--- config.mk ---
export PLATFORM = sky130hd
export DESIGN_NAME = mem_arbiter_flat
export DESIGN_NICKNAME = d
export VERILOG_FILES = /design/src/rtl/mem_arbiter_if.sv /design/src/rtl/mem_arbiter.sv /design/src/flat_wrapper.sv
export SDC_FILE = /design/constraint.sdc
export NUM_CORES = 1
export LEC_CHECK = 0
export ABC_AREA = 1
export CORE_AREA = 4 4 285 287
export CTS_BUF_LIST = sky130_fd_sc_hd__clkbuf_8
export DETAILED_ROUTE_END_ITERATION = 16
export DIE_AREA = 0 0 289 291
export GPL_TIMING_DRIVEN = 0
export PLACE_DENSITY = 0.32
export SYNTH_ARGS = -nofsm -noshare
export SYNTH_HDL_FRONTEND = slang
export SYNTH_SLANG_ARGS = --single-unit
--- constraint.sdc ---
create_clock -name clk -period 2 [get_ports clk]
set_input_delay 0.4 -clock clk [delete_from_list [all_inputs] [get_ports clk]]
set_output_delay 0.4 -clock clk [all_outputs]
set_load 0.05 [all_outputs]
--- src/rtl/mem_arbiter_if.sv ---
`default_nettype none
// ============================================================================
// Module   : mem_arbiter_if
// Brief    : Cache-to-memory bus bundle shared by the I-cache, D-cache,
//            memory model and mem_arbiter.
// Revision : 1.0 - initial release
// ============================================================================
interface mem_arbiter_if #(
    parameter int ADDR_W = 28,
    parameter int DATA_W = 128
);
    logic              icache_mem_read;
    logic [ADDR_W-1:0] icache_mem_addr;
    logic [DATA_W-1:0] icache_mem_rdata;
    logic              icache_mem_ready;

    logic              dcache_mem_read;
    logic              dcache_mem_write;
    logic [ADDR_W-1:0] dcache_mem_addr;
    logic [DATA_W-1:0] dcache_mem_wdata;
    logic [DATA_W-1:0] dcache_mem_rdata;
    logic              dcache_mem_ready;

    logic              mem_read;
    logic              mem_write;
    logic [ADDR_W-1:0] mem_addr;
    logic [DATA_W-1:0] mem_wdata;
    logic [DATA_W-1:0] mem_rdata;
    logic              mem_ready;

    // Environment side: both caches plus the memory model.
    modport master (
        output icache_mem_read, icache_mem_addr,
        output dcache_mem_read, dcache_mem_write, dcache_mem_addr, dcache_mem_wdata,
        output mem_rdata, mem_ready,
        input  icache_mem_rdata, icache_mem_ready,
        input  dcache_mem_rdata, dcache_mem_ready,
        input  mem_read, mem_write, mem_addr, mem_wdata
    );

    // Arbiter side.
    modport slave (
        input  icache_mem_read, icache_mem_addr,
        input  dcache_mem_read, dcache_mem_write, dcache_mem_addr, dcache_mem_wdata,
        input  mem_rdata, mem_ready,
        output icache_mem_rdata, icache_mem_ready,
        output dcache_mem_rdata, dcache_mem_ready,
        output mem_read, mem_write, mem_addr, mem_wdata
    );
endinterface
`default_nettype wire

--- src/rtl/mem_arbiter.sv ---
`default_nettype none
// ============================================================================
// Module   : mem_arbiter
// Brief    : Round-robin arbiter sharing one memory port between I-cache and
//            D-cache. Optional macro ARB_WB_LOCK_EN keeps a D-cache write-back
//            and its following refill back-to-back.
// Revision : 1.0 - initial release
// ============================================================================
module mem_arbiter #(
    parameter int ADDR_W         = 28,
    parameter int DATA_W         = 128,
    parameter int RELEASE_CYCLES = 1
) (
    input  wire logic     clk,
    input  wire logic     proc_reset,
    mem_arbiter_if.slave  bus
);
    localparam int c_CNT_W = (RELEASE_CYCLES < 2) ? 1 : $clog2(RELEASE_CYCLES + 1);

    localparam logic [1:0] S_IDLE    = 2'd0;
    localparam logic [1:0] S_BUSY    = 2'd1;
    localparam logic [1:0] S_RELEASE = 2'd2;

    generate
        if (RELEASE_CYCLES < 1) begin : g_bad_release
            $error("mem_arbiter: RELEASE_CYCLES must be at least 1");
        end
    endgenerate

    logic [1:0]         r_state;
    logic               r_grant;
    logic               r_last_grant;
`ifdef ARB_WB_LOCK_EN
    logic               r_last_was_dwrite;
`endif
    logic [c_CNT_W-1:0] r_cnt;
    logic               r_mem_read;
    logic               r_mem_write;
    logic [ADDR_W-1:0]  r_mem_addr;
    logic [DATA_W-1:0]  r_mem_wdata;

    logic               w_i_req;
    logic               w_d_req;
    logic               w_pick_d;
    logic               w_busy;

    assign w_i_req = bus.icache_mem_read;
    assign w_d_req = bus.dcache_mem_read | bus.dcache_mem_write;
    assign w_busy  = (r_state == S_BUSY);

    always_comb begin
        w_pick_d = w_d_req;
        if (w_i_req && w_d_req) begin
`ifdef ARB_WB_LOCK_EN
            w_pick_d = r_last_was_dwrite | ~r_last_grant;
`else
            w_pick_d = ~r_last_grant;
`endif
        end
    end

    always_ff @(posedge clk) begin
        if (proc_reset) begin
            r_state      <= S_IDLE;
            r_grant      <= 1'b0;
            r_last_grant <= 1'b1;
`ifdef ARB_WB_LOCK_EN
            r_last_was_dwrite <= 1'b0;
`endif
            r_cnt        <= '0;
            r_mem_read   <= 1'b0;
            r_mem_write  <= 1'b0;
            r_mem_addr   <= '0;
            r_mem_wdata  <= '0;
        end else begin
            case (r_state)
                S_IDLE: begin
                    if (w_i_req || w_d_req) begin
                        r_grant <= w_pick_d;
                        r_state <= S_BUSY;
`ifdef ARB_WB_LOCK_EN
                        r_last_was_dwrite <= 1'b0;
`endif
                        if (w_pick_d) begin
                            // A D-cache asserting read and write together is a write.
                            r_mem_addr  <= bus.dcache_mem_addr;
                            r_mem_write <= bus.dcache_mem_write;
                            r_mem_read  <= ~bus.dcache_mem_write;
                            if (bus.dcache_mem_write) begin
                                r_mem_wdata <= bus.dcache_mem_wdata;
                            end
                        end else begin
                            r_mem_addr  <= bus.icache_mem_addr;
                            r_mem_read  <= 1'b1;
                            r_mem_write <= 1'b0;
                        end
                    end
                end
                S_BUSY: begin
                    if (bus.mem_ready) begin
                        r_mem_read   <= 1'b0;
                        r_mem_write  <= 1'b0;
                        r_last_grant <= r_grant;
`ifdef ARB_WB_LOCK_EN
                        r_last_was_dwrite <= r_grant & r_mem_write;
`endif
                        r_cnt        <= c_CNT_W'(RELEASE_CYCLES);
                        r_state      <= S_RELEASE;
                    end
                end
                S_RELEASE: begin
                    // Dead time lets the served cache drop its registered request.
                    if (r_cnt == c_CNT_W'(1)) begin
                        r_state <= S_IDLE;
                    end else begin
                        r_cnt <= r_cnt - c_CNT_W'(1);
                    end
                end
                default: begin
                    r_state <= S_IDLE;
                end
            endcase
        end
    end

    assign bus.icache_mem_ready = bus.mem_ready & w_busy & ~r_grant;
    assign bus.dcache_mem_ready = bus.mem_ready & w_busy &  r_grant;
    assign bus.icache_mem_rdata = bus.mem_rdata;
    assign bus.dcache_mem_rdata = bus.mem_rdata;

    assign bus.mem_read  = r_mem_read;
    assign bus.mem_write = r_mem_write;
    assign bus.mem_addr  = r_mem_addr;
    assign bus.mem_wdata = r_mem_wdata;
endmodule
`default_nettype wire

--- src/flat_wrapper.sv ---
// flat-port wrapper written by rule: the top's interface ports become plain ports
module mem_arbiter_flat 
#(
    parameter int ADDR_W         = 28,
    parameter int DATA_W         = 128,
    parameter int RELEASE_CYCLES = 1
)
  (clk, proc_reset, bus_icache_mem_read, bus_icache_mem_addr, bus_dcache_mem_read, bus_dcache_mem_write, bus_dcache_mem_addr, bus_dcache_mem_wdata, bus_mem_rdata, bus_mem_ready, bus_icache_mem_rdata, bus_icache_mem_ready, bus_dcache_mem_rdata, bus_dcache_mem_ready, bus_mem_read, bus_mem_write, bus_mem_addr, bus_mem_wdata);
  mem_arbiter_if #(.ADDR_W(ADDR_W), .DATA_W(DATA_W)) bus_i ();
  input  wire logic clk;
  input  wire logic proc_reset;
  input wire logic [$bits(bus_i.icache_mem_read)-1:0] bus_icache_mem_read;
  input wire logic [$bits(bus_i.icache_mem_addr)-1:0] bus_icache_mem_addr;
  input wire logic [$bits(bus_i.dcache_mem_read)-1:0] bus_dcache_mem_read;
  input wire logic [$bits(bus_i.dcache_mem_write)-1:0] bus_dcache_mem_write;
  input wire logic [$bits(bus_i.dcache_mem_addr)-1:0] bus_dcache_mem_addr;
  input wire logic [$bits(bus_i.dcache_mem_wdata)-1:0] bus_dcache_mem_wdata;
  input wire logic [$bits(bus_i.mem_rdata)-1:0] bus_mem_rdata;
  input wire logic [$bits(bus_i.mem_ready)-1:0] bus_mem_ready;
  output wire logic [$bits(bus_i.icache_mem_rdata)-1:0] bus_icache_mem_rdata;
  output wire logic [$bits(bus_i.icache_mem_ready)-1:0] bus_icache_mem_ready;
  output wire logic [$bits(bus_i.dcache_mem_rdata)-1:0] bus_dcache_mem_rdata;
  output wire logic [$bits(bus_i.dcache_mem_ready)-1:0] bus_dcache_mem_ready;
  output wire logic [$bits(bus_i.mem_read)-1:0] bus_mem_read;
  output wire logic [$bits(bus_i.mem_write)-1:0] bus_mem_write;
  output wire logic [$bits(bus_i.mem_addr)-1:0] bus_mem_addr;
  output wire logic [$bits(bus_i.mem_wdata)-1:0] bus_mem_wdata;
  assign bus_i.icache_mem_read = bus_icache_mem_read;
  assign bus_i.icache_mem_addr = bus_icache_mem_addr;
  assign bus_i.dcache_mem_read = bus_dcache_mem_read;
  assign bus_i.dcache_mem_write = bus_dcache_mem_write;
  assign bus_i.dcache_mem_addr = bus_dcache_mem_addr;
  assign bus_i.dcache_mem_wdata = bus_dcache_mem_wdata;
  assign bus_i.mem_rdata = bus_mem_rdata;
  assign bus_i.mem_ready = bus_mem_ready;
  assign bus_icache_mem_rdata = bus_i.icache_mem_rdata;
  assign bus_icache_mem_ready = bus_i.icache_mem_ready;
  assign bus_dcache_mem_rdata = bus_i.dcache_mem_rdata;
  assign bus_dcache_mem_ready = bus_i.dcache_mem_ready;
  assign bus_mem_read = bus_i.mem_read;
  assign bus_mem_write = bus_i.mem_write;
  assign bus_mem_addr = bus_i.mem_addr;
  assign bus_mem_wdata = bus_i.mem_wdata;
  mem_arbiter #(.ADDR_W(ADDR_W), .DATA_W(DATA_W), .RELEASE_CYCLES(RELEASE_CYCLES)) u_core (.clk(clk), .proc_reset(proc_reset), .bus(bus_i));
endmodule
After elaboration in Yosys (flattened, before gate mapping)
Index checks and enable logic that the tools add are counted.
- bits in registers: 163
- output and inout bits: 416
- input bits: 318
- logic and storage cells: 48
- eq/ne operators: 5
- reductions and logical operators: 11
- add/subtract/negate cells: 1
- bitwise logic cells: 7
- multiplexer cells: 16
- operators with widths (operator ; count):
    $mux 28 ; 1
    $mux 1 ; 8
    $mux 2 ; 3
    $pmux 1 s2 ; 3
    $pmux 2 s3 ; 1
    $reduce_and 2->1 ; 3
    $reduce_and 3->1 ; 2
    $ne 2x1->1 const B ; 2
    $reduce_and 4->1 ; 1
    $reduce_bool 2->1 ; 2
    $and 1x1->1 ; 3
    $not 1->1 ; 3
    $eq 2x1->1 const B ; 1
    $eq 2x2->1 const B ; 1
    $logic_not 2->1 ; 1
    $ne 2x2->1 const B ; 1
    $logic_and 1x1->1 ; 1
    $logic_or 1x1->1 ; 1
    $or 1x1->1 ; 1
    $sub 1x1->1 const B ; 1

Depth between registers and ports, before layout
Gate-level depths: netlist (run 1).
- depth after elaboration: 6
- gate-level depth with buffers: 8
- gate-level depth less buffers: 6

Worst setup path before layout (run 1)
No wires, ideal clock.
- kind: flip-flop to output port
- start: register u_core.r_state[0]
- end: output bus_icache_mem_ready
- required time: 1600 ps
- setup slack: 329 ps
- cell stages (with the launch flop): 3
- buffers on the path: 0
- arrival time: 1271 ps
- cell sequence: dfxtp_1 nand3_1 nor2_1
- longest elaborated chain between the ends: 3
- RTL lines (what ; RTL line ; RTL):
    from (decl) ; mem_arbiter.sv:30 ; logic [1:0] r_state;
    from (signal assigned) ; mem_arbiter.sv:64 ; r_state <= S_IDLE;
    from (signal assigned) ; mem_arbiter.sv:80 ; r_state <= S_BUSY;
    from (signal assigned) ; mem_arbiter.sv:108 ; r_state <= S_RELEASE;
    $eq 2x1->1 ; mem_arbiter.sv:49 ; assign w_busy = (r_state == S_BUSY);
    $and 1x1->1 (2 in series) ; mem_arbiter.sv:126 ; assign bus.icache_mem_ready = bus.mem_ready & w_busy & ~r_grant;
    to (decl) ; flat_wrapper.sv:21 ; output wire logic [$bits(bus_i.icache_mem_ready)-1:0] bus_icache_mem_ready;
Every way passes these cells.

Worst setup path in the final report (run 1)
- start: register u_core.r_mem_wdata[73], in the netlist u_core.bus.mem_wdata[73]
- end: output bus_mem_wdata[73]
- RTL lines (what ; RTL line ; RTL):
    from (decl) ; mem_arbiter.sv:40 ; logic [DATA_W-1:0] r_mem_wdata;
    from (signal assigned) ; mem_arbiter.sv:90 ; r_mem_wdata <= bus.dcache_mem_wdata;
    to (decl) ; flat_wrapper.sv:27 ; output wire logic [$bits(bus_i.mem_wdata)-1:0] bus_mem_wdata;
No word-level cell between the ends.

==> key figures, run 1 <==
Status
  – Status: finished, final reports clean

Timing
  – Final Hold Fails: 0
  – Worst-margin pin slew: roughly 0.64 ns
  – Final hold slack: 0.438 ns
  – Slew Limit Fails: 0
  – RSZ-0062 raised after global routing: false
  – Final setup vio count: 0
  – Min Tclk post-route: ~1.9 ns
  – Max-slew headroom: 57.1%
  – Highest clock rate: approximately 530 MHz
  – Final Cycle Share: about 94%
  – Clk_skew: approximately 0.023 ns

Placement
  – Number of buffers added on ports: 605
  – Hpwl dp: 37.8 mm
  – RePlAce Congestion: a little under 0.8

Routing
  – Vias per cell: ~3.1
  – ANT nets after route: 0
  – Routed len/inst: between 15 and 20 µm
  – Routed WL: between 40 and 50 mm
  – Via count: 8832
  – Pre-antenna DRT Iters: 4
  – Iteration-0 DRC Markers: around 260
  – DRC viols: 0

Logic synthesis
  – Yosys top cell by area: dfxtp_1
  – Primary FF master, synth: dfxtp_1
  – Number of flops mapped to enable cells by yosys: 0
  – Number of synthesized register bits: 163
  – Largest family of logic cells by synthesized area: buffers and inverters
  – Multiplexer share of the synthesized area: 0%
  – Top cells by count, synth: 344 x nor2_1, 257 x buf_4, 163 x dfxtp_1
  – Most frequent cell after synthesis: nor2_1
  – Adder-cell share of the synthesized area: 0%
  – Compound-Gate Fraction of Synth Area: under 10%
  – Synth Cell Area: between 8000 and 9000 µm²
  – Post-synthesis sequential area ratio: just under 40%
  – Simple-Gate Fraction of Synth Area: between 20% and 30%
  – Synthesized Nets: 1469
  – Synth Area per Inst: 7.28 µm²
  – Synth area leaders: dfxtp_1 39%, buf_4 23%, nor2_1 15%, nand2_1 5.5%, o21ai_0 5.1%
  – Syn Inst Count: about 1200
  – Post-synth cell types: 22
  – Ys Warns: 0
  – Ys async rst share: 0%
  – Area share of the largest cell type after synthesis: 39.0%
  – Xor and xnor area share after synthesis: 0%

Pwr
  – Design Power: approximately 12000 µW
  – Worst vdd ir: about 0.00045 V
  – P_leak: between 0.007 and 0.008 µW
  – Pwr dens: about 720 nW/µm²

CTS
  – Clock root buffer: clkbuf_8
  – Clock latency on the worst-skew pair: approximately 0.56 ns
  – TritonCTS clock tree: yes
  – Clk slew on worst S/H paths: between 0.1 and 0.15 ns
  – H-Tree Depth: 4
  – Deepest clock path buffer count: 2
  – Clock Sinks: between 150 and 200
  – Post-CTS Hold Buffers: 0
  – Cts bufs inserted: 17

Layout
  – Area growth, synth to finish: 91.3%
  – Share of layout cells above drive strength 1: between 20 and 25%
  – Layout Nets: around 2100
  – Final Core Density: 20.4%
  – FILL cells: between 8000 and 9000

Global routing
  – Gr busiest metal: met2
  – Vias in the first global route: a little over 9000
  – GR Layer Usage met2: between 10% and 20%
  – First-pass GRT wire length: around 64 mm
  – Met1 usage: 11.1%
  – Overflow after GRT: 0
  – GR Util met3: just over 4%
  – Overall routing resource usage: 10.4%
  – Largest net degree at the start of global routing: 19
  – Initial antenna violation count: 5

Critical path
  – CP Cell Sequence: dlygate4sd2_1
  – CP startpoint kind: flop
  – Worst path top cell family by delay: buffers and inverters
  – Req. time, crit path: around 1.6 ns
  – Slowest stage delay, CP: approximately 0.59 ns
  – CP Capture Type: output port
  – Slowest CP cell: dlygate4sd2_1
  – CP arrival: 1.48 ns
  – Buffers and inverters on the worst path: 1
  – CP Max Fanout: 2
  – CP Class: flop to output port

Floorplan
  – Initial Utilization: a little over a tenth
  – Die height: just under 300 µm
  – DIE WIDTH: approximately 290 µm
  – Cell Rows: about 100
  – IO Count: around 730
  – Total core area: between 70000 and 80000 µm²
  – DIE AREA: between 80000 and 90000 µm²

Job
  – Max-cap viol count: 0

Worst hold path
  – Min-delay worst type: input pin to flop
-- cell usage in the layout (no fill, tap or decap), drive strengths merged --
cell type / Yosys / routed
clkinv: 0 / 3
clkdlybuf4s50: 0 / 445
a21oi: 7 / 7
inv: 63 / 73
dfxtp: 163 / 163
nand2: 124 / 124
clkinvlp: 0 / 1
clkbuf: 21 / 41
dlygate4sd2: 0 / 132
bufinv: 0 / 1
nand3b: 2 / 2
diode: 0 / 2
nand4: 1 / 1
nor2: 345 / 345
nand3: 4 / 4
clkdlybuf4s15: 0 / 24
o21ai: 129 / 129
buf: 292 / 293
-- flip-flops by register name, summed over array words and instances (netlist names) --
signal and count:
u_core.r_cnt 1, u_core.bus.mem_addr 28, u_core.bus.mem_write 1, u_core.r_state 2, u_core.bus.mem_wdata 128, u_core.r_grant 1
u_core.r_last_grant 1, u_core.bus.mem_read 1
-- final timing paths --
| kind | start | to | slack (ns) | cells past startpoint |
|---|---|---|---|---|
| hold reg to reg | u_core.bus.mem_write | u_core.bus.mem_write | 0.48 | 2 |
| hold / removal | bus_dcache_mem_wdata[66] | u_core.bus.mem_wdata[66] | 0.44 | 3 |
| setup reg to reg | u_core.r_state[1] | u_core.bus.mem_wdata[123] | 0.45 | 6 |
| setup / recovery | u_core.bus.mem_wdata[73] | bus_mem_wdata[73] | 0.12 | 1 |
-- layer usage --
layer | wire [µm] | vias to the layer above
li1 | - | 4511
met2 | 23600 | 354
met4 | 726 | 0
met5 | 0 | -
met3 | 3950 | 33
met1 | 16900 | 3934
-- timing repair --
action	4_1_cts	5_1_grt
gates resized for setup	208	10
setup buffers	0	0
setup endpoints to repair	160	20
endpoints found under the hold margin	0	0
-- layout make-up --
type                       instances  area (µm²)  area share [%]
antenna                            2        5.00          0.0312
buffer                           313        2370            14.8
clock buffer                      17         234            1.46
clock inverter                    15         176            1.10
inverter                          63         236            1.48
multi-input combinational        612        2530            15.8
sequential                       163        3260            20.4
tap                             1050        1310            8.20
timing repair buffer             605        5900            36.8
-- power by group --
part           total [µW]  leakage (µW)  internal, µW  switching (µW)
combinational        5090       0.00568          1800            3290
clock                2730      0.000208          1060            1670
sequential           3740       0.00134          3580             162
-- logic make-up after synthesis --
kind of cell | count (synthesis)
AOI/OAI and AO/OA | 136
buffers and inverters | 376
DFF | 163
and+or+nand+nor | 476
-- stage by stage --
stage	setup TNS [ns]	setup WS [ns]	instance area (µm²)	cells
after global routing	0	0.00177	16000	2840
after detailed placement	-57.91	-0.602	15700	2806
final	0	0.118	16000	2840
after global placement	-54.16	-0.592	15700	2806
after CTS	0	0.00131	16000	2838
after floorplan	0	0.329	8380	1151
No activity file was read; power rests on OpenSTA's default activity.
==> inputs of run 2 (changes only) <==
- ABC_AREA: 1 -> unset
- CORE_AREA: 4 4 285 287 -> 4 4 287 289
- CTS_CLUSTER_SIZE: unset -> 12
- DIE_AREA: 0 0 289 291 -> 0 0 291 293
==> key figures, run 2 <==
Floorplan
  – Cell Rows: 104 (+0.97%)
  – Total core area: 79900 µm² (+1.6%)
  – Initial Utilization: 10.6% (-0.043 points)
  – IO Count: 734 (unchanged)
  – DIE WIDTH: 291 µm (+0.69%)
  – Die height: 293 µm (+0.69%)
  – DIE AREA: 85300 µm² (+1.4%)

Logic synthesis
  – Post-synthesis sequential area ratio: 38.5% (-0.47 points)
  – Ys async rst share: 0% (unchanged)
  – Top cells by count, synth: 259 x buf_4, 163 x dfxtp_1, 162 x a21oi_1
  – Ys Warns: 0 (unchanged)
  – Yosys top cell by area: dfxtp_1
  – Area share of the largest cell type after synthesis: 38.5% (-0.47 points)
  – Synthesized Nets: 1352 (-8.0%)
  – Syn Inst Count: 1034 (-10%)
  – Primary FF master, synth: dfxtp_1
  – Synth Cell Area: 8480 µm² (+1.2%)
  – Post-synth cell types: 29 (+32%)
  – Synth Area per Inst: 8.20 µm² (+13%)
  – Number of synthesized register bits: 163 (unchanged)
  – Most frequent cell after synthesis: buf_4
  – Number of flops mapped to enable cells by yosys: 0 (unchanged)
  – Synth area leaders: dfxtp_1 38%, buf_4 23%, a21oi_1 9.6%, nand3_1 7.7%, o21ai_1 5.7%

Pwr
  – Pwr dens: 701 nW/µm² (-2.8%)
  – Clock network power share: 28.1% (+4.5 points)
  – Flop pwr share: 31.5% (-0.9 points)
  – Net Sw Frac: 40.1% (-4.1 points)
  – Combinational power share: 40.4% (-3.6 points)
  – P_leak: 0.00665 µW (-8.0%)
  – Worst vdd ir: 0.000330 V (-26%)
  – Int Power: 6800 µW (+5.6%)
  – P_sw: 4560 µW (-11%)

Routing
  – Routed len/inst: 18.4 µm (+15%)
  – ANT nets after route: 0 (unchanged)
  – Pre-antenna DRT Iters: 4 (unchanged)
  – DRC viols: 0 (unchanged)
  – Via count: 9379 (+6.2%)
  – Iteration-0 DRC Markers: 343 (+33%)
  – Vias per cell: 3.43 (+10%)
  – Routed WL: 50.2 mm (+11%)

Timing
  – Final setup vio count: 0 (unchanged)
  – Worst-margin pin slew: 0.800 ns (+0.159 ns)
  – Final Cycle Share: 94.8% (+0.68 points)
  – Min Tclk post-route: 1.90 ns (+0.0136 ns)
  – Clk_skew: 0.0106 ns (-0.0125 ns)
  – RSZ-0062 raised after global routing: true
  – Final Hold Fails: 0 (unchanged)
  – Slew Limit Fails: 0 (unchanged)
  – Setup_tns: 0 ns (unchanged)
  – Final WS setup: 0.105 ns (-0.0136 ns)
  – Highest clock rate: 528 MHz (-0.72%)
  – Max-slew headroom: 46.6% (-10 points)

Global routing
  – Gr busiest metal: met2
  – Overflow after GRT: 0 (unchanged)
  – Overall routing resource usage: 11.3% (+0.89 points)
  – Initial antenna violation count: 9 (+4)
  – Vias in the first global route: 10000 (+9.2%)
  – Largest net degree at the start of global routing: 17 (-2)
  – GR Util met3: 4.75% (+0.60 points)
  – Met1 usage: 12.7% (+1.6 points)
  – First-pass GRT wire length: 71.5 mm (+12%)
  – GR Layer Usage met2: 20.1% (+1.0 points)

CTS
  – Cts bufs inserted: 17 (unchanged)
  – TritonCTS clock tree: yes
  – Clock Sinks: 163 (unchanged)
  – Clock latency on the worst-skew pair: 0.53 ns (-0.03 ns)
  – H-Tree Depth: 4 (unchanged)
  – Clk slew on worst S/H paths: 0.10 ns (-0.03 ns)
  – Post-CTS Hold Buffers: 0 (unchanged)
  – Deepest clock path buffer count: 2 (unchanged)
  – Clock root buffer: clkbuf_8

Layout
  – FILL cells: 8952 (+1.4%)
  – Commonest cells after routing, fill and taps aside: 444 x clkdlybuf4s50_1, 262 x buf_4, 162 x a21oi_1
  – Layout Nets: 1976 (-5.6%)
  – Final instance area: 16200 µm² (+1.2%)
  – Area growth, synth to finish: 91.2% (about the same)
  – Max FFs per register: 128 (unchanged)
  – Area taken by multi-input logic gates: 2860 µm² (+13%)
  – FF+latch area: 3270 µm² (about the same)
  – Commonest non-fill, non-tap cell in the layout: clkdlybuf4s50_1
  – Share of layout cells above drive strength 1: 23.0% (+2.9 points)

Worst hold path
  – Hold Startpoint: bus_dcache_mem_wdata[1]
  – Min-delay worst type: input pin to flop
  – Hold path endpoint: u_core.bus.mem_wdata[1]
  – Hold Path Depth: 3 (unchanged)

Critical path
  – CP startpoint kind: flop
  – CP Class: flop to output port
  – R2R Setup Slk: 0.26 ns (-0.19 ns)
  – CP Cell Sequence: nand3b_1, nor2_2, buf_6
  – Slowest stage delay, CP: 0.35 ns (-0.24 ns)
  – CP Max Fanout: 5 (+3)
  – Req. time, crit path: 1.60 ns (about the same)
  – Reg-to-Reg End: u_core.bus.mem_wdata[7]
  – CP Capture Type: output port
  – R2R Path Start: u_core.r_state[1]
  – Worst path top cell family by delay: simple AND/OR/NAND/NOR gates
  – Buffers and inverters on the worst path: 1 (unchanged)
  – Reg2Reg Depth: 5 (-1)
  – Slowest CP cell: dfxtp_2
  – CP arrival: 1.50 ns (+0.02 ns)

Status
  – Status: finished, final reports clean

Placement
  – Number of buffers added on ports: 604 (-0.17%)
  – RePlAce Congestion: 0.731 (-6.9%)
  – Post-DP Area: 15900 µm² (+0.67%)
  – Hpwl dp: 40.9 mm (+8.1%)
  – Post-Place Worst Slack: -0.744 ns (-0.142 ns)

Job
  – Max-cap viol count: 0 (unchanged)
-- run 2: changes by cell type after synthesis, moves of 17 or more --
cell	previous run	this run
a21oi_1	6	162
a311oi_2	0	20
buf_2	12	46
buf_6	20	3
inv_1	61	2
nand2_1	123	57
nand3_1	3	130
nor2_1	344	4
o21ai_0	85	33
o21ai_1	43	96
-- run 2: kinds of logic (layout without fill, tap and decap cells) --
kind of cell	Yosys count	after routing	share of synthesized area, %
AOI/OAI and AO/OA	327	327	22.5
DFF	163	163	38.5
buffers and inverters	347	984	27.9
other	0	3	0
and+or+nand+nor	197	197	11.1
-- run 2: how the worst max path moves through the flow --
stage,slack (ns),from,depth (start not counted),endpoint
finish,0.10,u_core.r_state[1],3,bus_dcache_mem_ready
CTS,-0.02,u_core.r_state[1],3,bus_icache_mem_ready
detailed placement,-0.74,bus_dcache_mem_write,6,u_core.bus.mem_wdata[7]
global placement,-0.76,bus_dcache_mem_write,6,u_core.bus.mem_wdata[7]
floorplan,0.31,u_core.r_state[1],2,bus_dcache_mem_ready
global route,-0.06,u_core.r_state[1],3,bus_dcache_mem_ready
-- run 2: through the flow --
stage          hold slack [ns]  cells  power (µW)  utilization [%]
2_1_floorplan            0.467   1034        6600                -
3_3_place_gp             0.462   2698        8470             19.8
3_5_place_dp             0.467   2698        8470             19.8
4_1_cts                  0.307   2732       11700             20.3
5_1_grt                  0.346   2731       12000             20.3
6_report                 0.420   2734       11400             20.3
-- run 2: worst register-to-register path, stage by stage, from the launching register on --
cell      delay [ns]
dfxtp_2         0.35
nor2_2          0.31
clkbuf_4        0.39
buf_2           0.30
nand3_1         0.18
a21oi_1         0.15
-- run 2: cell type report --
class | count | share of cell area [%]
Buffer | 344 | 14.6
Antenna cell | 3 | 0.0463
Sequential cell | 163 | 20.1
Clock inverter | 12 | 1.38
Clock buffer | 20 | 1.70
Inverter | 2 | 0.0463
Timing Repair Buffer | 606 | 36.3
Multi-Input combinational cell | 524 | 17.7
Tap cell | 1060 | 8.18
-- run 2: power by group through the flow --
| stage | registers (µW) | clock network (µW) | logic [µW] |
|---|---|---|---|
| global placement | 3660 | 0 | 4810 |
| floorplan | 4390 | 0 | 2210 |
| finish | 3580 | 3190 | 4590 |
| global route | 3610 | 3530 | 4850 |
| detailed placement | 3670 | 0 | 4800 |
| CTS | 3590 | 3450 | 4680 |
-- run 2: timing repair --
item,4_1_cts,5_1_grt
endpoints found under the hold margin,0,0
buffers inserted,2,0
resized for setup,188,6
endpoints found under the setup margin,270,26
pin swaps,2,1
-- run 2: routing by layer --
| layer | up-vias | wire, µm | part of all wire, % |
|---|---|---|---|
| met5 | - | 55 | 0.11 |
| met3 | 40 | 4280 | 8.5 |
| met4 | 8 | 635 | 1.3 |
| met2 | 397 | 25300 | 50 |
| met1 | 4360 | 20000 | 40 |
| li1 | 4574 | - | - |
==> inputs of run 3 (changes only) <==
- SKIP_LAST_GASP: unset -> 1
==> results of run 3 <==
No change in the layout: final DEF, timing and power equal those of run 2.
Main changes from that run: number of gates resized after CTS 188 -> 185; met3 usage 4.75% -> 4.72%
